### config.mk
export PLATFORM = sky130hd
export DESIGN_NAME = updw_sweep_ctrl
export DESIGN_NICKNAME = d
export VERILOG_FILES = /design/src/rtl/updw_sweep_ctrl.sv
export SDC_FILE = /design/constraint.sdc
export NUM_CORES = 1
export LEC_CHECK = 0
export CAP_MARGIN = 0
export CORE_ASPECT_RATIO = 1.5
export CORE_MARGIN = 3
export CORE_UTILIZATION = 54
export DETAILED_ROUTE_END_ITERATION = 16
export PLACE_DENSITY = 0.9
export SLEW_MARGIN = 20
export SYNTH_ARGS = -nofsm -noshare
export SYNTH_HDL_FRONTEND = slang
export SYNTH_SLANG_ARGS = --single-unit
export TNS_END_PERCENT = 5
### constraint.sdc
create_clock -name clk -period 3.2 [get_ports clk]
set_clock_uncertainty 0.2 [all_clocks]
set_input_delay 0.64 -clock clk [delete_from_list [all_inputs] [get_ports clk]]
set_output_delay 0.64 -clock clk [all_outputs]
set_load 0.02 [all_outputs]
### src/rtl/updw_sweep_ctrl.sv
// Bounded up/down sweep sequencer (lo..hi..lo, n times); `UPDW_SWEEP_ABORT_EN adds an abort input.
// Latency: accepted start shows count=lo next cycle; no backpressure: pause freezes sequencing, start is ignored while busy.
module updw_sweep_ctrl #(
    parameter int WIDTH = 3
) (
    input  logic             clk,
    input  logic             reset,
    input  logic             start,
    input  logic             pause,
`ifdef UPDW_SWEEP_ABORT_EN
    input  logic             abort,
`endif
    input  logic [WIDTH-1:0] lo,
    input  logic [WIDTH-1:0] hi,
    input  logic [3:0]       n_sweeps,
    output logic [WIDTH-1:0] count,
    output logic             dir,
    output logic             busy,
    output logic             done,
    output logic             err
);

    typedef enum logic [1:0] {
        IDLE = 2'd0,
        UP   = 2'd1,
        DOWN = 2'd2
    } state_t;

    localparam logic [WIDTH-1:0] ONE = WIDTH'(1);

    state_t           state, state_d;
    logic [WIDTH-1:0] count_d;
    logic [WIDTH-1:0] lo_q, lo_d;
    logic [WIDTH-1:0] hi_q, hi_d;
    logic [3:0]       n_q, n_d;
    logic [3:0]       sweeps, sweeps_d;
    logic             done_d;
    logic             err_d;
    logic             abort_req;

`ifdef UPDW_SWEEP_ABORT_EN
    assign abort_req = abort;
`else
    assign abort_req = 1'b0;
`endif

    always_comb begin
        state_d  = state;
        count_d  = count;
        lo_d     = lo_q;
        hi_d     = hi_q;
        n_d      = n_q;
        sweeps_d = sweeps;
        done_d   = 1'b0;
        err_d    = 1'b0;
        case (state)
            IDLE: begin
                if (start) begin
                    // lo < hi guarantees hi-1 and lo+1 never wrap
                    if ((lo >= hi) || (n_sweeps == 4'd0)) begin
                        err_d = 1'b1;
                    end else begin
                        lo_d     = lo;
                        hi_d     = hi;
                        n_d      = n_sweeps;
                        count_d  = lo;
                        sweeps_d = 4'd0;
                        state_d  = UP;
                    end
                end
            end
            UP: begin
                if (abort_req) begin
                    state_d = IDLE;
                    count_d = lo_q;
                end else if (!pause) begin
                    if (count == hi_q) begin
                        count_d = hi_q - ONE;
                        state_d = DOWN;
                    end else begin
                        count_d = count + ONE;
                    end
                end
            end
            DOWN: begin
                if (abort_req) begin
                    state_d = IDLE;
                    count_d = lo_q;
                end else if (!pause) begin
                    if (count != lo_q) begin
                        count_d = count - ONE;
                    end else if (4'(sweeps + 4'd1) == n_q) begin
                        state_d = IDLE;
                        done_d  = 1'b1;
                    end else begin
                        sweeps_d = sweeps + 4'd1;
                        count_d  = lo_q + ONE;
                        state_d  = UP;
                    end
                end
            end
            default: begin
                state_d = IDLE;
            end
        endcase
    end

    always_ff @(posedge clk) begin
        if (reset) begin
            state  <= IDLE;
            count  <= '0;
            lo_q   <= '0;
            hi_q   <= '0;
            n_q    <= 4'd0;
            sweeps <= 4'd0;
            done   <= 1'b0;
            err    <= 1'b0;
        end else begin
            state  <= state_d;
            count  <= count_d;
            lo_q   <= lo_d;
            hi_q   <= hi_d;
            n_q    <= n_d;
            sweeps <= sweeps_d;
            done   <= done_d;
            err    <= err_d;
        end
    end

    assign busy = (state != IDLE);
    assign dir  = (state == DOWN);

endmodule

== Yosys cells after proc, flatten, opt, wreduce, memory -nomap -nowiden ==
Cells that the tools add are included.

* Add/subtract/negate cells: 5
* $lt $le $gt $ge: 1
* Eq/ne operators: 13
* Multiplexer cells: 24
* Bitwise logic cells: 4
* Reduce and logical (&&, ||, !) cells: 12

{| class="wikitable"
|+ Operators with widths
! kind !! number
|-
| 2-to-1 mux 3 bit || 7
|-
| 2-to-1 mux 4 bit || 5
|-
| AND reduction 6 bit || 3
|-
| inequality test 2 bit (second input constant) || 7
|-
| 2-to-1 mux 2 bit || 6
|-
| one-hot mux 3 bit (3 select lines) || 1
|-
| one-hot mux 4 bit (2 select lines) || 1
|-
| adder 3 x 1 -> 3 bit (second input constant) || 2
|-
| one-hot mux 2 bit (3 select lines) || 1
|-
| subtractor 3 x 1 -> 3 bit (second input constant) || 2
|-
| adder 4 x 1 -> 4 bit (second input constant) || 1
|-
| equality test 4 bit || 1
|-
| logical NOT 4 bit || 1
|-
| NOT 1 bit || 4
|-
| nonzero test 2 bit || 2
|-
| OR reduction 4 bit || 1
|-
| equality test 3 bit || 1
|-
| >= comparator 3 bit || 1
|-
| 2-to-1 mux 1 bit || 3
|-
| inequality test 3 bit || 1
|-
| inequality test 3 bit (second input constant) || 1
|-
| AND reduction 3 bit || 1
|-
| nonzero test 3 bit || 1
|-
| OR reduction 3 bit || 1
|-
| 4 further kinds || 4
|}

* Bits in registers: 21
* Input bits: 14
* Output and inout bits: 7

== Logic depth before layout (Yosys ltp) ==
* Depth in word-level cells: 6
* Depth in mapped cells: 8

== Worst setup path before layout ==
Ideal clock, no wire load.

* Path type: input to register
* Start: in lo[0]
* End: reg sweeps[3]
* Library setup time: 0.122 ns
* Arrival time: 2.251 ns
* Setup slack: 0.627 ns
* Cell stages on the path: 8
* Buffers on the path: 1
* Cells stage by stage: inv_1 -> ha_1 -> or3b_1 -> a211oi_1 -> a21o_1 -> buf_4 -> nand2_1 -> a221o_1

* Cells in the longest elaborated chain, start to end: 4

{| class="wikitable"
|+ RTL lines
! what !! RTL line !! RTL
|-
| start, declared || 13 || <nowiki>input logic [WIDTH-1:0] lo,</nowiki>
|-
| >= comparator 3 bit || 60 || <nowiki>if ((lo >= hi) || (n_sweeps == 4'd0)) begin</nowiki>
|-
| logical OR 1 bit || 60 ||
|-
| inequality test 2 bit (no source line) || -- ||
|-
| AND reduction 6 bit (no source line) || -- ||
|-
| end signal, assigned || 124 || <nowiki>sweeps <= sweeps_d;</nowiki>
|-
| end, declared || 36 || <nowiki>logic [3:0] sweeps, sweeps_d;</nowiki>
|}

Every way passes these cells.
A chain may end at the register's enable or synchronous reset.

== Worst setup path in the final report ==
* Start: in lo[0]
* End: reg state[0]

* Cells in the longest elaborated chain, start to end: 4

{| class="wikitable"
|+ RTL lines
! what !! RTL line !! RTL
|-
| >= comparator 3 bit || 60 ||
|-
| logical OR 1 bit || 60 ||
|-
| inequality test 2 bit (no source line) || -- ||
|-
| AND reduction 6 bit (no source line) || -- ||
|-
| end signal, assigned || 119 || <nowiki>state <= state_d;</nowiki>
|-
| end, declared || 31 || <nowiki>state_t state, state_d;</nowiki>
|}

Every way passes these cells.

==> key figures <==
Synthesis
  – Share of synthesized cell area in and, or, nand and nor gates: 18.1%
  – Xor-xnor portion of the synthesized cell area: 9.27%
  – Fraction of the mapped netlist area in compound gates: 19.3%
  – Adder and majority gate portion of the synthesized area: about a tenth
  – #FFs+latches synth: 21
  – Post-synthesis mux area share: approximately 8.2%
  – Sequential-to-total area share from yosys stat: 28.6%
  – Avg Cell Area, Syn: between 8 and 9 um2
  – Ys flop type: dfxtp_1
  – Combinational family with the most area after synthesis: compound AO/OA/AOI/OAI gates
  – Yosys top cell by area: dfxtp_1
  – Fraction of registers with async set or reset after synthesis: 0%
  – Area fraction of the dominant cell type after synthesis: about 29%
  – Number of enable-type register cells in the synthesized netlist: 0
  – Top cells by area in the synthesized netlist: dfxtp_1, ha_1, mux2i_1, xnor2_1, inv_1
  – Number of cells produced by synthesis: 164
  – Syn Nets: 190
  – Synth Warn #: 0
  – Syn Std Cell Area: 1470 um2
  – Distinct cell type count after synthesis: 50

Clocking
  – CTS Hold Bufs: 0
  – Clock tree from TritonCTS: done
  – Number of post-CTS setup repair buffers: 0
  – Maximum buffer depth of the clock tree: 2
  – Number of H-tree branching levels: 1
  – Clock Sinks: 21
  – CTS resizes: 0
  – Worst skew pair latency: ~0.32 ns
  – Clock edge transition at the registers on the reported setup and hold paths: 0.13 ns
  – Clock root cell: clkbuf_4
  – Number of buffers added by the clock tree synthesis step: 3

Timing
  – Peak clock frequency supported by timing: 342 MHz
  – Unrepaired setup endpoints after global routing: false
  – Final worst setup slack: 0.274 ns
  – Final number of hold-violating endpoints: 0
  – Worst slew margin: 63.7%
  – Post-route minimum period: 2.93 ns
  – Slew @ Worst Pin: 0.540 ns
  – Final Setup Violations: 0
  – Final period utilization: 91.4%
  – Count of final max-slew check failures: 0

Final layout
  – Final #Nets: around 210
  – Layout fillers: 217
  – Share of cells above drive strength 1: 8.02%
  – Diodes inserted: 0
  – Synth-to-layout area growth: 19.6%
  – Number of standard cells in the layout, taps in and fillers out: between 200 and 250

Floorplan
  – Total number of placement rows: 22
  – Initial Utilization: 58.1%
  – Top-level I/O count: 21
  – Vertical extent of the die: 69.9 um
  – Die width: about 50 um
  – Total core area: 2530 um2
  – Die area: between 3000 and 4000 um2

Routing
  – Number of nets with antenna violations after routing: 0
  – First DRT Iteration DRCs: 47
  – Vias: 1,324
  – Detail-routed via count per cell: 5.94
  – First-pass iteration count of the detailed router: 4
  – Final wirelength: around 3.4 mm
  – Post-route DRC: 0
  – Average wire per cell in the routed design: 15.2 um

Power
  – IR drop worst, VDD: 0.519 mV
  – PwrDens: ~710 nW/um2
  – Leakage power figure: 0.694 nW

Global routing
  – Initial antenna violation count: 0
  – Pin count of the biggest net entering global routing: 16
  – Gr ovfl total: 0
  – Overall routing resource usage: between 20% and 30%
  – Vias in the first global route: 1,340
  – Global-route wire length before repair: 5.97 mm

Critical path
  – WP data required: 3.23 ns
  – Critical Path AT: 2.95 ns
  – Maximum fanout along the worst path: 9
  – Setup CP Type: in2reg
  – Crit path launch type: input port
  – Crit path capture type: register

Placed design
  – Detailed placement HPWL: 2.69 mm
  – Number of placed instances with taps included: 219
  – Number of I/O port buffers: 20
  – Worst slack at placement: -0.0345 ns
  – Final Wtd Congestion: roughly 0.88

Run status
  – Status: complete, no violations

Run
  – Max-cap viol count: 0

Min path
  – Worst hold path class: reg2reg
==> metal layers <==
| metal | wire length, um | vias to the layer above | track usage (%) |
|---|---|---|---|
| met4 | 120 | 0 | 12.0 |
| met2 | 1800 | 49 | 40.1 |
| li1 | - | 639 | - |
| met5 | 0 | - | 0 |
| met1 | 1340 | 623 | 24.6 |
| met3 | 133 | 13 | 2.56 |
==> cell type report <==
type                            count  area, um2  share of cell area (%)
Clock inverter                      1       7.51                   0.427
Sequential cell                    21        420                    23.9
Timing Repair Buffer               25        250                    14.2
Clock buffer                        3       22.5                    1.28
Tap cell                           36       45.0                    2.56
Inverter                           15       56.3                    3.20
Multi-Input combinational cell    122        957                    54.4
==> power by group <==
group / internal (mW) / total (mW) / switching [mW]
Combinational: 0.331 / 0.747 / 0.415
Clock: 0.0479 / 0.141 / 0.0927
Sequential: 0.304 / 0.357 / 0.0539
==> per-stage QoR <==
stage | total power, mW | util (%) | setup TNS, ns | hold slack, ns | instance area [um2]
floorplan | 0.899 | - | 0 | 0.261 | 1470
global placement | 1.07 | 68.3 | 0 | 0.274 | 1730
detailed placement | 1.10 | 68.3 | -0.0595 | 0.296 | 1730
CTS | 1.24 | 69.5 | 0 | 0.314 | 1760
global route | 1.35 | 69.5 | 0 | 0.338 | 1760
finish | 1.24 | 69.5 | 0 | 0.329 | 1760
==> sequential cells by signal, summed over array words and instances, names as in the netlist <==
name	flops
n_q	4
sweeps	4
count	3
hi_q	3
lo_q	3
state	2
done	1
err	1
==> path summary, 6_finish.rpt <==
| check | depth (start not counted) | endpoint | slack [ns] | startpoint |
|---|---|---|---|---|
| max | 9 | state[0] | 0.27 | lo[0] |
| min | 2 | n_q[2] | 0.33 | n_q[2] |
| max reg2reg | 6 | sweeps[3] | 0.74 | state[0] |
| min reg2reg | 2 | n_q[2] | 0.33 | n_q[2] |
==> kinds of logic (layout without fill, tap and decap cells) <==
| family | Yosys count | count (layout) |
|---|---|---|
| xor+xnor | 13 | 13 |
| flops | 21 | 21 |
| simple gates | 48 | 48 |
| compound gates | 37 | 37 |
| buf+inv | 21 | 44 |
| fa+ha+maj | 12 | 12 |
| mux | 12 | 12 |
==> critical path, stage by stage <==
cell and delay (ns):
clkdlybuf4s50_1 0.48, inv_1 0.05, ha_1 0.28, or3b_1 0.36
a211oi_1 0.22, buf_4 0.16, a21o_1 0.29, nand3_1 0.14
o41ai_1 0.34
==> Yosys cell counts (2+ instances only) <==
| library cell | count |
|---|---|
| clkbuf_1 | 3 |
| o31ai_1 | 2 |
| nor4_1 | 3 |
| inv_1 | 15 |
| xnor2_1 | 8 |
| o21ai_0 | 2 |
| nor2b_1 | 4 |
| and2b_1 | 2 |
| dfxtp_1 | 21 |
| mux2i_1 | 12 |
| xor2_1 | 3 |
| nand2_1 | 5 |
| nand2b_1 | 2 |
| ha_1 | 12 |
| buf_4 | 2 |
| a211oi_1 | 5 |
| a21oi_1 | 8 |
| nor2_1 | 14 |
| nor3_1 | 4 |
| a311oi_1 | 4 |
| nand3_1 | 4 |
==> cell usage in the layout (no fill, tap or decap), types with 2 or more instances in the layout <==
cell type,instances
inv_1,15
nand3_1,4
nor2b_1,4
xnor2_1,8
ha_1,12
clkdlybuf4s50_1,20
a311oi_1,4
nor2_1,14
a211oi_1,5
nand2b_1,2
clkbuf_4,3
buf_4,4
o21ai_0,2
and2b_1,2
a21oi_1,8
nor3_1,4
o31ai_1,2
mux2i_1,12
nand2_1,5
dfxtp_1,21
xor2_1,3
nor4_1,3
Power figures use the tool's default switching activity.
